File: src/rtl/ser_rcv_fifo.sv
// ser_rcv_fifo -- serial receive front end with a small byte FIFO.
//
// Purpose:
//   Synchronises the asynchronous rxd line through two flops. Finds start bits and
//   samples each frame in the middle of every bit. Received bytes are queued in a
//   circular FIFO that the ser controller reads through a pop/ready/data handshake.
//   Framing errors and overruns are reported as sticky status flags.
//
// Build option:
//   RCV_PARITY_EN  When defined, frames are 8E1. A PARITY state sits between DATA and
//                  STOP, and a byte is kept only if its stop bit is 1 and its parity
//                  is even. When undefined, frames are 8N1 and no parity logic exists.
//
// Parameters:
//   CLK_DIV_CYCLES   clock cycles per serial bit (must be >= 4)
//   FIFO_DEPTH_LOG2  log2 of the number of FIFO entries (must be >= 1)
//
// Ports:
//   clk        in   system clock; all logic runs on the rising edge
//   reset      in   synchronous, active-low reset
//   rd         in   pop the head byte; ignored while ready is 0
//   ready      out  FIFO holds at least one byte
//   data_out   out  head byte of the FIFO, combinational from storage
//   err_clr    in   clears frame_err and overrun
//   frame_err  out  sticky: bad stop bit (or bad parity) seen
//   overrun    out  sticky: good byte arrived while FIFO full with no pop
//   rxd        in   serial input, idle high, asynchronous to clk
module ser_rcv_fifo #(
    parameter int CLK_DIV_CYCLES  = 434,
    parameter int FIFO_DEPTH_LOG2 = 2
) (
    input  logic       clk,
    input  logic       reset,
    input  logic       rd,
    output logic       ready,
    output logic [7:0] data_out,
    input  logic       err_clr,
    output logic       frame_err,
    output logic       overrun,
    input  logic       rxd
);

    localparam int AW    = FIFO_DEPTH_LOG2;
    localparam int DEPTH = 1 << AW;
    localparam int CNT_W = $clog2(CLK_DIV_CYCLES);

    localparam logic [CNT_W-1:0] HALF_BIT = CNT_W'(CLK_DIV_CYCLES / 2 - 1);
    localparam logic [CNT_W-1:0] FULL_BIT = CNT_W'(CLK_DIV_CYCLES - 1);

    localparam logic [2:0] S_IDLE   = 3'd0;
    localparam logic [2:0] S_START  = 3'd1;
    localparam logic [2:0] S_DATA   = 3'd2;
    localparam logic [2:0] S_STOP   = 3'd3;
`ifdef RCV_PARITY_EN
    localparam logic [2:0] S_PARITY = 3'd4;
`endif

    logic             sync1_q, sync2_q;
    logic [2:0]       state_q, state_d;
    logic [CNT_W-1:0] cnt_q, cnt_d;
    logic [2:0]       bitcnt_q, bitcnt_d;
    logic [7:0]       shift_q, shift_d;
`ifdef RCV_PARITY_EN
    logic             par_q, par_d;
`endif
    logic             push;
    logic             ferr_set;

    logic [AW:0]      wptr_q, rptr_q;
    logic [7:0]       mem_q [DEPTH];
    logic             frame_err_q, overrun_q;
    logic             empty, full, pop, wr_en, ovr_set;

    logic rx;
    assign rx = sync2_q;

    // Receive FSM: the baud counter is reloaded on every transition and the line is
    // sampled when it reaches zero, which lands in the middle of each bit.
    always_comb begin
        state_d  = state_q;
        cnt_d    = cnt_q;
        bitcnt_d = bitcnt_q;
        shift_d  = shift_q;
`ifdef RCV_PARITY_EN
        par_d    = par_q;
`endif
        push     = 1'b0;
        ferr_set = 1'b0;
        if (state_q == S_IDLE) begin
            if (!rx) begin
                state_d = S_START;
                cnt_d   = HALF_BIT;
            end
        end else if (cnt_q != '0) begin
            cnt_d = cnt_q - CNT_W'(1);
        end else begin
            cnt_d = FULL_BIT;
            case (state_q)
                S_START: begin
                    // A start bit that is high again at mid-bit was a glitch.
                    if (rx) begin
                        state_d = S_IDLE;
                    end else begin
                        state_d  = S_DATA;
                        bitcnt_d = 3'd0;
                    end
                end
                S_DATA: begin
                    shift_d[bitcnt_q] = rx;
                    if (bitcnt_q == 3'd7) begin
`ifdef RCV_PARITY_EN
                        state_d = S_PARITY;
`else
                        state_d = S_STOP;
`endif
                    end else begin
                        bitcnt_d = bitcnt_q + 3'd1;
                    end
                end
`ifdef RCV_PARITY_EN
                S_PARITY: begin
                    par_d   = rx;
                    state_d = S_STOP;
                end
`endif
                S_STOP: begin
                    // Leaving at mid-stop-bit lets the next start edge be caught.
                    state_d = S_IDLE;
`ifdef RCV_PARITY_EN
                    if (rx && ((^shift_q ^ par_q) == 1'b0)) push = 1'b1;
                    else                                    ferr_set = 1'b1;
`else
                    if (rx) push = 1'b1;
                    else    ferr_set = 1'b1;
`endif
                end
                default: state_d = S_IDLE;
            endcase
        end
    end

    assign empty = (wptr_q == rptr_q);
    assign full  = (wptr_q[AW] != rptr_q[AW]) && (wptr_q[AW-1:0] == rptr_q[AW-1:0]);
    assign pop   = rd && !empty;
    // When full, a push only fits if the head is popped in the same cycle.
    assign wr_en   = push && (!full || pop);
    assign ovr_set = push && full && !pop;

    assign ready     = !empty;
    assign data_out  = mem_q[rptr_q[AW-1:0]];
    assign frame_err = frame_err_q;
    assign overrun   = overrun_q;

    always_ff @(posedge clk) begin
        if (!reset) begin
            sync1_q     <= 1'b1;
            sync2_q     <= 1'b1;
            state_q     <= S_IDLE;
            cnt_q       <= '0;
            bitcnt_q    <= 3'd0;
            wptr_q      <= '0;
            rptr_q      <= '0;
            frame_err_q <= 1'b0;
            overrun_q   <= 1'b0;
        end else begin
            sync1_q  <= rxd;
            sync2_q  <= sync1_q;
            state_q  <= state_d;
            cnt_q    <= cnt_d;
            bitcnt_q <= bitcnt_d;
            if (wr_en) wptr_q <= wptr_q + 1'b1;
            if (pop)   rptr_q <= rptr_q + 1'b1;
            // A set in the same cycle as err_clr takes priority.
            if (ferr_set)     frame_err_q <= 1'b1;
            else if (err_clr) frame_err_q <= 1'b0;
            if (ovr_set)      overrun_q   <= 1'b1;
            else if (err_clr) overrun_q   <= 1'b0;
        end
    end

    always_ff @(posedge clk) begin
        shift_q <= shift_d;
`ifdef RCV_PARITY_EN
        par_q   <= par_d;
`endif
        if (wr_en && reset) mem_q[wptr_q[AW-1:0]] <= shift_q;
    end

endmodule

File: config.mk
export PLATFORM = sky130hd
export DESIGN_NAME = ser_rcv_fifo
export DESIGN_NICKNAME = d
export VERILOG_FILES = /design/src/rtl/ser_rcv_fifo.sv
export SDC_FILE = /design/constraint.sdc
export NUM_CORES = 1
export LEC_CHECK = 0
export CAP_MARGIN = 20
export CORE_ASPECT_RATIO = 0.7
export CORE_UTILIZATION = 61
export CTS_BUF_LIST = sky130_fd_sc_hd__clkbuf_8
export DETAILED_ROUTE_END_ITERATION = 8
export MAX_ROUTING_LAYER = met4
export PLACE_DENSITY_LB_ADDON = 0.2
export SYNTH_ARGS = -nofsm -noshare
export SYNTH_HDL_FRONTEND = slang
export SYNTH_SLANG_ARGS = --single-unit
File: constraint.sdc
create_clock -name clk -period 2.7 [get_ports clk]
set_input_delay 0.54 -clock clk [delete_from_list [all_inputs] [get_ports clk]]
set_output_delay 0.54 -clock clk [all_outputs]
set_load 0.02 [all_outputs]
==> results.txt <==
pin count of the biggest net entering global routing - 19
synthesis-stage register bit count - 66
Mapped Avg Cell Area - 13.1 um^2
Final Hold Viols - 0
maximum VDD drop - 341 uV
number of library cell types mapped by synthesis - 48
number of buffer and inverter instances along the worst setup path - 1
flop-to-flop setup slack - 180 ps
CP max FO - 8
TritonCTS Buffers - 9
CTS tree - done
antenna viol nets, final - 0
starting density of the core - 0.651
clock sink total - 66
antenna violations before repair - 0
worst-case reg-to-reg path depth - 6
total via count after detailed routing - 1995
Post-Synthesis Cell Area - 2900 um^2
first-iteration detailed-routing DRC count - 252
RSZ-0062 raised after global routing - no
number of enable flip-flop cells after synthesis - 40
port buffer count - 15
wire length of the first global-routing pass - 9700 um
post-layout minimum cycle time - 2520 ps
Std-Cell Core Area - 4450 um^2
type of the worst min-delay path - reg2reg
Post-CTS Setup Inserts - 0
number of fill cells - 283
highest achievable clock rate - 0.397 GHz
Clock Latency Late Sink - 330 ps
Worst-path clk slew - 60 ps
quantity of gates resized following cts - 0
worst path cell trace - inv_1, ha_1, or4b_4, nand3b_4, nor3_2, and3_1
gr usage total - 0.277
Syn Nets - 239
hold buffer count at cts - 0
failing checks - DRC
leakage power summed over all cells - 1.15 nW
ratio of routed vias to standard cells - 6.50
setup-violating endpoint count in the final report - 0
multi-input logic area - 1110 um^2
Area Growth Syn to Fin - 14.3%
Max Slew Vio Count - 0
dpl hpwl - 4160 um
layout net count - 265
cell family with the largest share of critical-path delay - simple AND/OR/NAND/NOR gates
Rel. slew slack - 0.702
endpoint of the lowest-slack register-to-register path - mem_q[0][7]
Total Negative Setup Slacks - 0 ps
path type of the worst setup path - reg2reg
share of synthesized area occupied by flip-flops and latches - 0.594
Worst Setup SP - state_q[0]
leading cell type in the layout, fill and taps excluded - edfxtp_1
full die area - 5040 um^2
worst-case clock buffer depth - 2
clock root cell - clkbuf_8
width of the die - 84.4 um
total gr overflow - 0
max cap viols - 0
ys async rst share - 0
antenna diode instance count - 0
delay contributed by the slowest stage of the critical path - 550 ps
Worst Min Path Start - sync1_q
average wire per cell in the routed design - 20.2 um
via count of the first global-routing pass - 1913
Hold Crit Depth - 1
Critical Path Start Type - flop
pin slew with the least headroom to its limit - 443 ps
sum of routed wire length over all layers - 6200 um
# H-tree levels - 3
placement row count - 20
number of standard cells after synthesis - 222
Top Ports - 16
pwr/cell area - 596 nW/um^2
Synth warnings - 0
post-route fraction of the period consumed by the critical path - 0.932
worst hold endpoint - rx
required time of the worst setup path - 2680 ps
cell type of the slowest stage on the worst timing path - or4b_4
startpoint of the worst register-to-register path - state_q[0]
number of iterations in the first detailed-routing pass - 6
Critical Path End Type - flop
layout cell share with drive strength beyond 1 - 0.139
outcome - finished with violations
register area - 1720 um^2
Final Wtd Congestion - 0.952
chip height - 59.7 um
number of design rule violations left after detail routing - 4
post-detailed-placement cell area - 3140 um^2
Arr. time, crit path - 2500 ps
commonest cells after routing, fill and taps aside - 40 x edfxtp_1, 26 x dfxtp_1, 15 x nand2_1, 15 x clkdlybuf4s50_1, 12 x ha_1
post-route cell area - 3320 um^2
worst clock skew - 12.9 ps
Post-synth top flop - edfxtp_1
worst max-delay path by stage:
stage / end / slack [ps] / cells past startpoint
final: mem_q[0][7] / 180 / 6
after global routing: mem_q[3][5] / 80 / 6
after CTS: data_out[5] / 190 / 3
after detailed placement: mem_q[0][1] / 230 / 6
after global placement: mem_q[0][6] / 370 / 6
after floorplan: mem_q[0][0] / 410 / 6
sequential cells by signal (all words and copies together) (netlist names), named ones only:
| register | cells |
|---|---|
| bitcnt_q | 3 |
| cnt_q | 9 |
| frame_err | 1 |
| mem_q | 32 |
| overrun | 1 |
| rptr_q | 3 |
| rx | 1 |
| shift_q | 8 |
| state_q | 2 |
| sync1_q | 1 |
| wptr_q | 3 |
cell families after synthesis:
| group | share of synthesized area |
|---|---|
| and+or+nand+nor | 0.147 |
| muxes | 0.0794 |
| adders and majority gates | 0.0518 |
| xor gates and xnor gates | 0.0181 |
| AOI/OAI and AO/OA | 0.0854 |
| buffers and inverters | 0.0246 |
| DFF | 0.594 |
per-stage QoR:
stage	setup WS, ps	utilization	cells	total power [mW]	hold slack, ps
finish	184	0.744	307	1.98	407
detailed placement	230	0.705	292	1.24	397
global placement	371	0.705	292	1.24	396
floorplan	411	-	222	1.20	386
global route	80.4	0.744	307	2.04	430
CTS	189	0.744	307	1.98	411
power by group:
group	leakage (nW)	internal, mW	switching [mW]
sequential	0.569	1.07	0.0261
combinational	0.488	0.0534	0.0814
clock	0.0928	0.407	0.336
total	1.15	1.53	0.443
layer usage:
layer | up-vias | global-route usage | share of wire
met1 | 960 | 0.337 | 0.42
met4 | 0 | 0.104 | 0.025
met5 | - | - | 0
met3 | 22 | 0.0787 | 0.083
met2 | 122 | 0.454 | 0.47
li1 | 891 | - | -
synthesized netlist by cell type, drive strengths merged (2+ instances only):
cell type	n	share of area
dfxtp	26	0.18
clkbuf	6	0.0078
mux2i	5	0.017
nand2b	5	0.011
a21oi	11	0.019
o211ai	2	0.0052
nor2b	2	0.0043
or4	3	0.0078
a31oi	3	0.0065
nor3	7	0.016
xor2	5	0.015
or3	3	0.0065
o21ai	4	0.0069
mux4	8	0.062
a21o	2	0.0052
nand2	15	0.019
and3	5	0.011
nor2	10	0.013
o311ai	3	0.0091
edfxtp	40	0.41
buf	2	0.0052
inv	8	0.010
o31ai	2	0.0052
and2	2	0.0043
ha	12	0.052
nand3b	2	0.0095
nand3	9	0.016
nor4	6	0.018
cell type report:
cell class | instances | area share
sequential | 66 | 0.519
multi-input combinational | 139 | 0.334
timing repair buffer | 23 | 0.0634
clock buffer | 9 | 0.0374
tap | 55 | 0.0208
clock inverter | 6 | 0.0151
inverter | 9 | 0.0102
(Power assumes the default switching activity.)
